## src/rtl/plru_tree_if.sv

```systemverilog
// rtl/plru_tree_if.sv - request/response bundle between a cache controller and the pseudo-LRU engine
interface plru_tree_if #(
    parameter int s_index  = 3,
    parameter int num_ways = 4
);
    localparam int width = $clog2(num_ways);

    logic                 read;
    logic [s_index-1:0]   rindex;
    logic [num_ways-1:0]  valid_in;
    logic                 load;
    logic [s_index-1:0]   windex;
    logic [width-1:0]     recent_block_in;
    logic [width-1:0]     evicted_way_out;
    logic                 victim_invalid_out;

    modport master (
        output read,
        output rindex,
        output valid_in,
        output load,
        output windex,
        output recent_block_in,
        input  evicted_way_out,
        input  victim_invalid_out
    );

    modport slave (
        input  read,
        input  rindex,
        input  valid_in,
        input  load,
        input  windex,
        input  recent_block_in,
        output evicted_way_out,
        output victim_invalid_out
    );
endinterface

```

## src/rtl/plru_tree.sv

```systemverilog
// rtl/plru_tree.sv - tree pseudo-LRU victim engine with invalid-way-first selection and read/load forwarding
module plru_tree #(
    parameter  int s_index  = 3,
    parameter  int num_ways = 4,
    localparam int width    = $clog2(num_ways),
    localparam int num_sets = 2 ** s_index,
    localparam int nodes    = num_ways - 1
) (
    input  logic       clk,
    input  logic       rst,
    plru_tree_if.slave bus
);

    typedef logic [nodes-1:0] tree_t;
    typedef logic [width-1:0] way_t;

    tree_t data [num_sets];

    // Node indices fit in width bits because a tree over num_ways leaves has num_ways-1 nodes.
    function automatic tree_t touch_tree(input tree_t tree, input way_t way);
        tree_t t;
        int    node;
        t = tree;
        for (int i = 0; i < width; i++) begin
            node = (2 ** i) - 1 + int'(way >> (width - i));
            t[way_t'(node)] = ~way[way_t'(width - 1 - i)];
        end
        return t;
    endfunction

    function automatic way_t tree_victim(input tree_t tree);
        way_t v;
        int   node;
        logic b;
        v    = '0;
        node = 0;
        for (int i = 0; i < width; i++) begin
            b = tree[way_t'(node)];
            v[way_t'(width - 1 - i)] = b;
            node = 2 * node + 1 + int'(b);
        end
        return v;
    endfunction

    tree_t datain;
    tree_t rd_tree;
    way_t  inv_way;
    logic  inv_found;
    way_t  victim_next;

    always_comb begin
        datain = touch_tree(data[bus.windex], bus.recent_block_in);
    end

    // A same-set load in this cycle must be visible to the victim computed from it.
    always_comb begin
        rd_tree = data[bus.rindex];
        if (bus.load && (bus.rindex == bus.windex)) begin
            rd_tree = datain;
        end
    end

    // Scanning downward leaves the lowest-numbered invalid way as the winner.
    always_comb begin
        inv_found = 1'b0;
        inv_way   = '0;
        for (int i = num_ways - 1; i >= 0; i--) begin
            if (!bus.valid_in[way_t'(i)]) begin
                inv_found = 1'b1;
                inv_way   = way_t'(i);
            end
        end
    end

    always_comb begin
        victim_next = inv_found ? inv_way : tree_victim(rd_tree);
    end

    always_ff @(posedge clk) begin
        if (rst) begin
            for (int s = 0; s < num_sets; s++) begin
                data[s] <= '0;
            end
            bus.evicted_way_out    <= '0;
            bus.victim_invalid_out <= 1'b0;
        end else begin
            if (bus.load) begin
                data[bus.windex] <= datain;
            end
            if (bus.read) begin
                bus.evicted_way_out    <= victim_next;
                bus.victim_invalid_out <= inv_found;
            end
        end
    end

endmodule

```

## src/flat_wrapper.sv

```systemverilog
// flat-port wrapper written by rule: the top's interface ports become plain ports
module plru_tree_flat 
#(
    parameter  int s_index  = 3,
    parameter  int num_ways = 4,
    localparam int width    = $clog2(num_ways),
    localparam int num_sets = 2 ** s_index,
    localparam int nodes    = num_ways - 1
)
  (clk, rst, bus_read, bus_rindex, bus_valid_in, bus_load, bus_windex, bus_recent_block_in, bus_evicted_way_out, bus_victim_invalid_out);
  plru_tree_if #(.s_index(s_index), .num_ways(num_ways)) bus_i ();
  input  logic clk;
  input  logic rst;
  input wire logic [$bits(bus_i.read)-1:0] bus_read;
  input wire logic [$bits(bus_i.rindex)-1:0] bus_rindex;
  input wire logic [$bits(bus_i.valid_in)-1:0] bus_valid_in;
  input wire logic [$bits(bus_i.load)-1:0] bus_load;
  input wire logic [$bits(bus_i.windex)-1:0] bus_windex;
  input wire logic [$bits(bus_i.recent_block_in)-1:0] bus_recent_block_in;
  output wire logic [$bits(bus_i.evicted_way_out)-1:0] bus_evicted_way_out;
  output wire logic [$bits(bus_i.victim_invalid_out)-1:0] bus_victim_invalid_out;
  assign bus_i.read = bus_read;
  assign bus_i.rindex = bus_rindex;
  assign bus_i.valid_in = bus_valid_in;
  assign bus_i.load = bus_load;
  assign bus_i.windex = bus_windex;
  assign bus_i.recent_block_in = bus_recent_block_in;
  assign bus_evicted_way_out = bus_i.evicted_way_out;
  assign bus_victim_invalid_out = bus_i.victim_invalid_out;
  plru_tree #(.s_index(s_index), .num_ways(num_ways)) u_core (.clk(clk), .rst(rst), .bus(bus_i));
endmodule
```

## config.mk

```make
export PLATFORM = sky130hd
export DESIGN_NAME = plru_tree_flat
export DESIGN_NICKNAME = d
export VERILOG_FILES = /design/src/rtl/plru_tree_if.sv /design/src/rtl/plru_tree.sv /design/src/flat_wrapper.sv
export SDC_FILE = /design/constraint.sdc
export NUM_CORES = 1
export LEC_CHECK = 0
export BUFFER_PORTS_ARGS = -buffer_cell sky130_fd_sc_hd__buf_2
export CAP_MARGIN = 20
export CORE_ASPECT_RATIO = 1.5
export CORE_MARGIN = 5
export CORE_UTILIZATION = 40
export CTS_CLUSTER_DIAMETER = 40
export CTS_CLUSTER_SIZE = 24
export DETAILED_ROUTE_END_ITERATION = 7
export PLACE_DENSITY = 0.61
export SETUP_SLACK_MARGIN = 0.3
export SLEW_MARGIN = 25
export SYNTH_ARGS = -nofsm -noshare
export SYNTH_HDL_FRONTEND = slang
export SYNTH_SLANG_ARGS = --single-unit
```

## constraint.sdc

```tcl
create_clock -name clk -period 2.77 [get_ports clk]
set_input_delay 0.277 -clock clk [delete_from_list [all_inputs] [get_ports clk]]
set_output_delay 0.277 -clock clk [all_outputs]
set_load 0.005 [all_outputs]
```

==> out/results.tsv <==
metric	value	unit
Setup WS post-layout	0.730	ns
clock group share of total power	0.275	
# setup viols final	0	
r2r worst-path depth	5	
max-cap viol count	0	
peak supply drop	0.282	mV
initial antenna violation count	0	
setup TNS	0	ns
Max FO, Critical Path	8	
Synth Cell Area	1540	µm²
status	finished, final reports clean	
fin nets	159	
full die area	5210	µm²
placed inst area	1650	µm²
post-CTS setup buffers	0	
crit path DAT	2.05	ns
fin crit share	0.736	
Worst Hold Path EP	u_core.bus.evicted_way_out[1]$_SDFFE_PP0P_	
synth-to-layout area growth	10.2	%
leakage	0.647	nW
drt drc	0	
Comb power frac	0.150	
most frequent cells in the layout	nor2_1, edfxtp_1, buf_2	
first-pass GRT wire length	5850	µm
final WL	3560	µm
Hold WS	0.285	ns
Initial Utilization	0.418	
Synth Net Count	143	
Final GP Congestion	0.837	
worst r2r dst	u_core.data[6][2]$_SDFFCE_PN0P_	
hold depth	3	
final hold violations	0	
Post-synth top flop	edfxtp_1	
row count	27	
pin count of the biggest net entering global routing	17	
most area-consuming cells after synthesis	edfxtp_1, mux4_2, nor2_1, mux2i_1, dfxtp_1	
Required @ worst endpoint	2.78	ns
R2R Setup Slk	0.73	ns
Seq/Total Area, Yosys	0.507	
Setup crit end kind	flip-flop	
worst min path class	in2reg	
I/O pin cnt	19	
CORE AREA	3680	µm²
layout cell share with drive strength beyond 1	0.232	
first drt pass iteration count	4	
fin crit period	2.04	ns
RSZ-0062 raised after global routing	false	
Fin Clk Skew	0.00415	ns
commonest non-fill, non-tap cell in the layout	nor2_1	
worst hold start	bus_valid_in[0]	
Mapped Avg Cell Area	12.1	µm²
WS Path Type	reg2reg	
total CTS buffers	3	
P_sw	0.206	mW
# resized after CTS	0	
Sw Share	0.248	
synthesized instance count	127	
number of global-route vias before repair	1185	
PwrDens	489	nW/µm²
ys async rst share	0	
H-Tree Depth	1	
Vias	1082	
CTS Buffer Depth	2	
Sink Count	27	
Worst setup SP type	flip-flop	
DIE WIDTH	60.6	µm
Via density	5.85	
total track usage	0.154	
fmax	490	MHz
fin util	0.461	
pre-CTS WS	0.595	ns
Pins Over Slew Limit	0	
hold_buf cts	0	
top-area cell type share of the netlist area	0.468	
chip height	86.0	µm
Power Total	0.830	mW
Overflow after GRT	0	
Clk Latency, worst-skew pair	0.27	ns
WL/cell	19.3	µm
drt initial violations	54	
yosys warns	0	
Port Buffer Count	18	
internal power	0.624	mW
final instance area	1700	µm²
EDFF count, synth	24	
ANT cells	0	
placed cell count	181	
Worst-Margin Slew	0.697	ns
largest area contributor in the netlist	edfxtp_1	
CTS root buf	clkbuf_8	
post-route ant nets	0	
r2r startpoint	u_core.data[7][2]$_SDFFCE_PN0P_	
Cell Count, Final, Fillers Out	185	
CTS tree	built	
worst rel slew slack	0.532	
synthesized flop and latch total	27	
Seq pwr share	0.575	
CTS clk-pin slew, worst paths	0.10	ns
Detail Placement HPWL	2900	µm
post-synth cell types	29	
==> power groups by stage <==
stage               clock (mW)  combinational [mW]  sequential (mW)
CTS                      0.235               0.125            0.477
finish                   0.228               0.124            0.477
detailed placement           0               0.125            0.487
global placement             0               0.122            0.486
floorplan                    0              0.0903            0.478
global route             0.249               0.136            0.479
==> worst max path at each step <==
stage	from	to	slack [ns]	cells past startpoint
global placement	bus_windex[0]	u_core.data[3][2]$_SDFFCE_PN0P_	0.68	6
detailed placement	bus_windex[0]	u_core.data[3][2]$_SDFFCE_PN0P_	0.60	6
finish	u_core.data[7][2]$_SDFFCE_PN0P_	u_core.data[6][2]$_SDFFCE_PN0P_	0.73	5
CTS	u_core.data[7][2]$_SDFFCE_PN0P_	u_core.data[3][2]$_SDFFCE_PN0P_	0.73	5
global route	u_core.data[7][2]$_SDFFCE_PN0P_	u_core.data[4][2]$_SDFFCE_PN0P_	0.60	5
floorplan	bus_windex[0]	u_core.bus.evicted_way_out[0]$_SDFFE_PP0P_	0.94	5
==> logic make-up after synthesis <==
family / count (synthesis) / synth area share
compound gates: 9 / 0.0398
xor+xnor: 3 / 0.0171
mux: 19 / 0.224
simple gates: 59 / 0.182
flops: 27 / 0.507
buf+inv: 10 / 0.0301
==> layer usage <==
metal	wire length, µm	part of all wire	global-route usage
met5	0	0	0
met4	68	0.019	0.0552
met3	147	0.041	0.0211
met2	2140	0.60	0.301
met1	1210	0.34	0.156
==> critical path, cell delays in order (launching register included) <==
cell	delay [ns]
edfxtp_1	0.43
mux4_2	0.49
mux2i_1	0.14
nor2_1	0.07
a21oi_1	0.55
nor2_1	0.09
==> sequential cells by signal, indices dropped and copies added (netlist names) <==
register,count
u_core.data,24
u_core.bus.evicted_way_out,2
u_core.bus.victim_invalid_out,1
==> cell type report <==
class / count / area (µm²)
fillers: 348 / 1990
flip-flops and latches: 27 / 781
multi-input cells: 90 / 712
repair buffers: 18 / 90.1
well taps: 43 / 53.8
clock buffers: 3 / 41.3
inverters: 3 / 11.3
clock inverters: 1 / 7.51
==> cell usage after synthesis, types with 2 or more instances <==
library cell	number
nand2_1	8
mux2i_1	7
a311o_1	2
nor2b_1	2
nand4_1	2
and3b_1	2
dfxtp_1	3
edfxtp_1	24
mux4_2	11
a21oi_1	2
clkbuf_1	4
nor2_1	29
xnor2_1	3
nand3_1	3
nand2b_1	9
inv_1	3
Note: power is estimated with default switching activity, not from simulation.
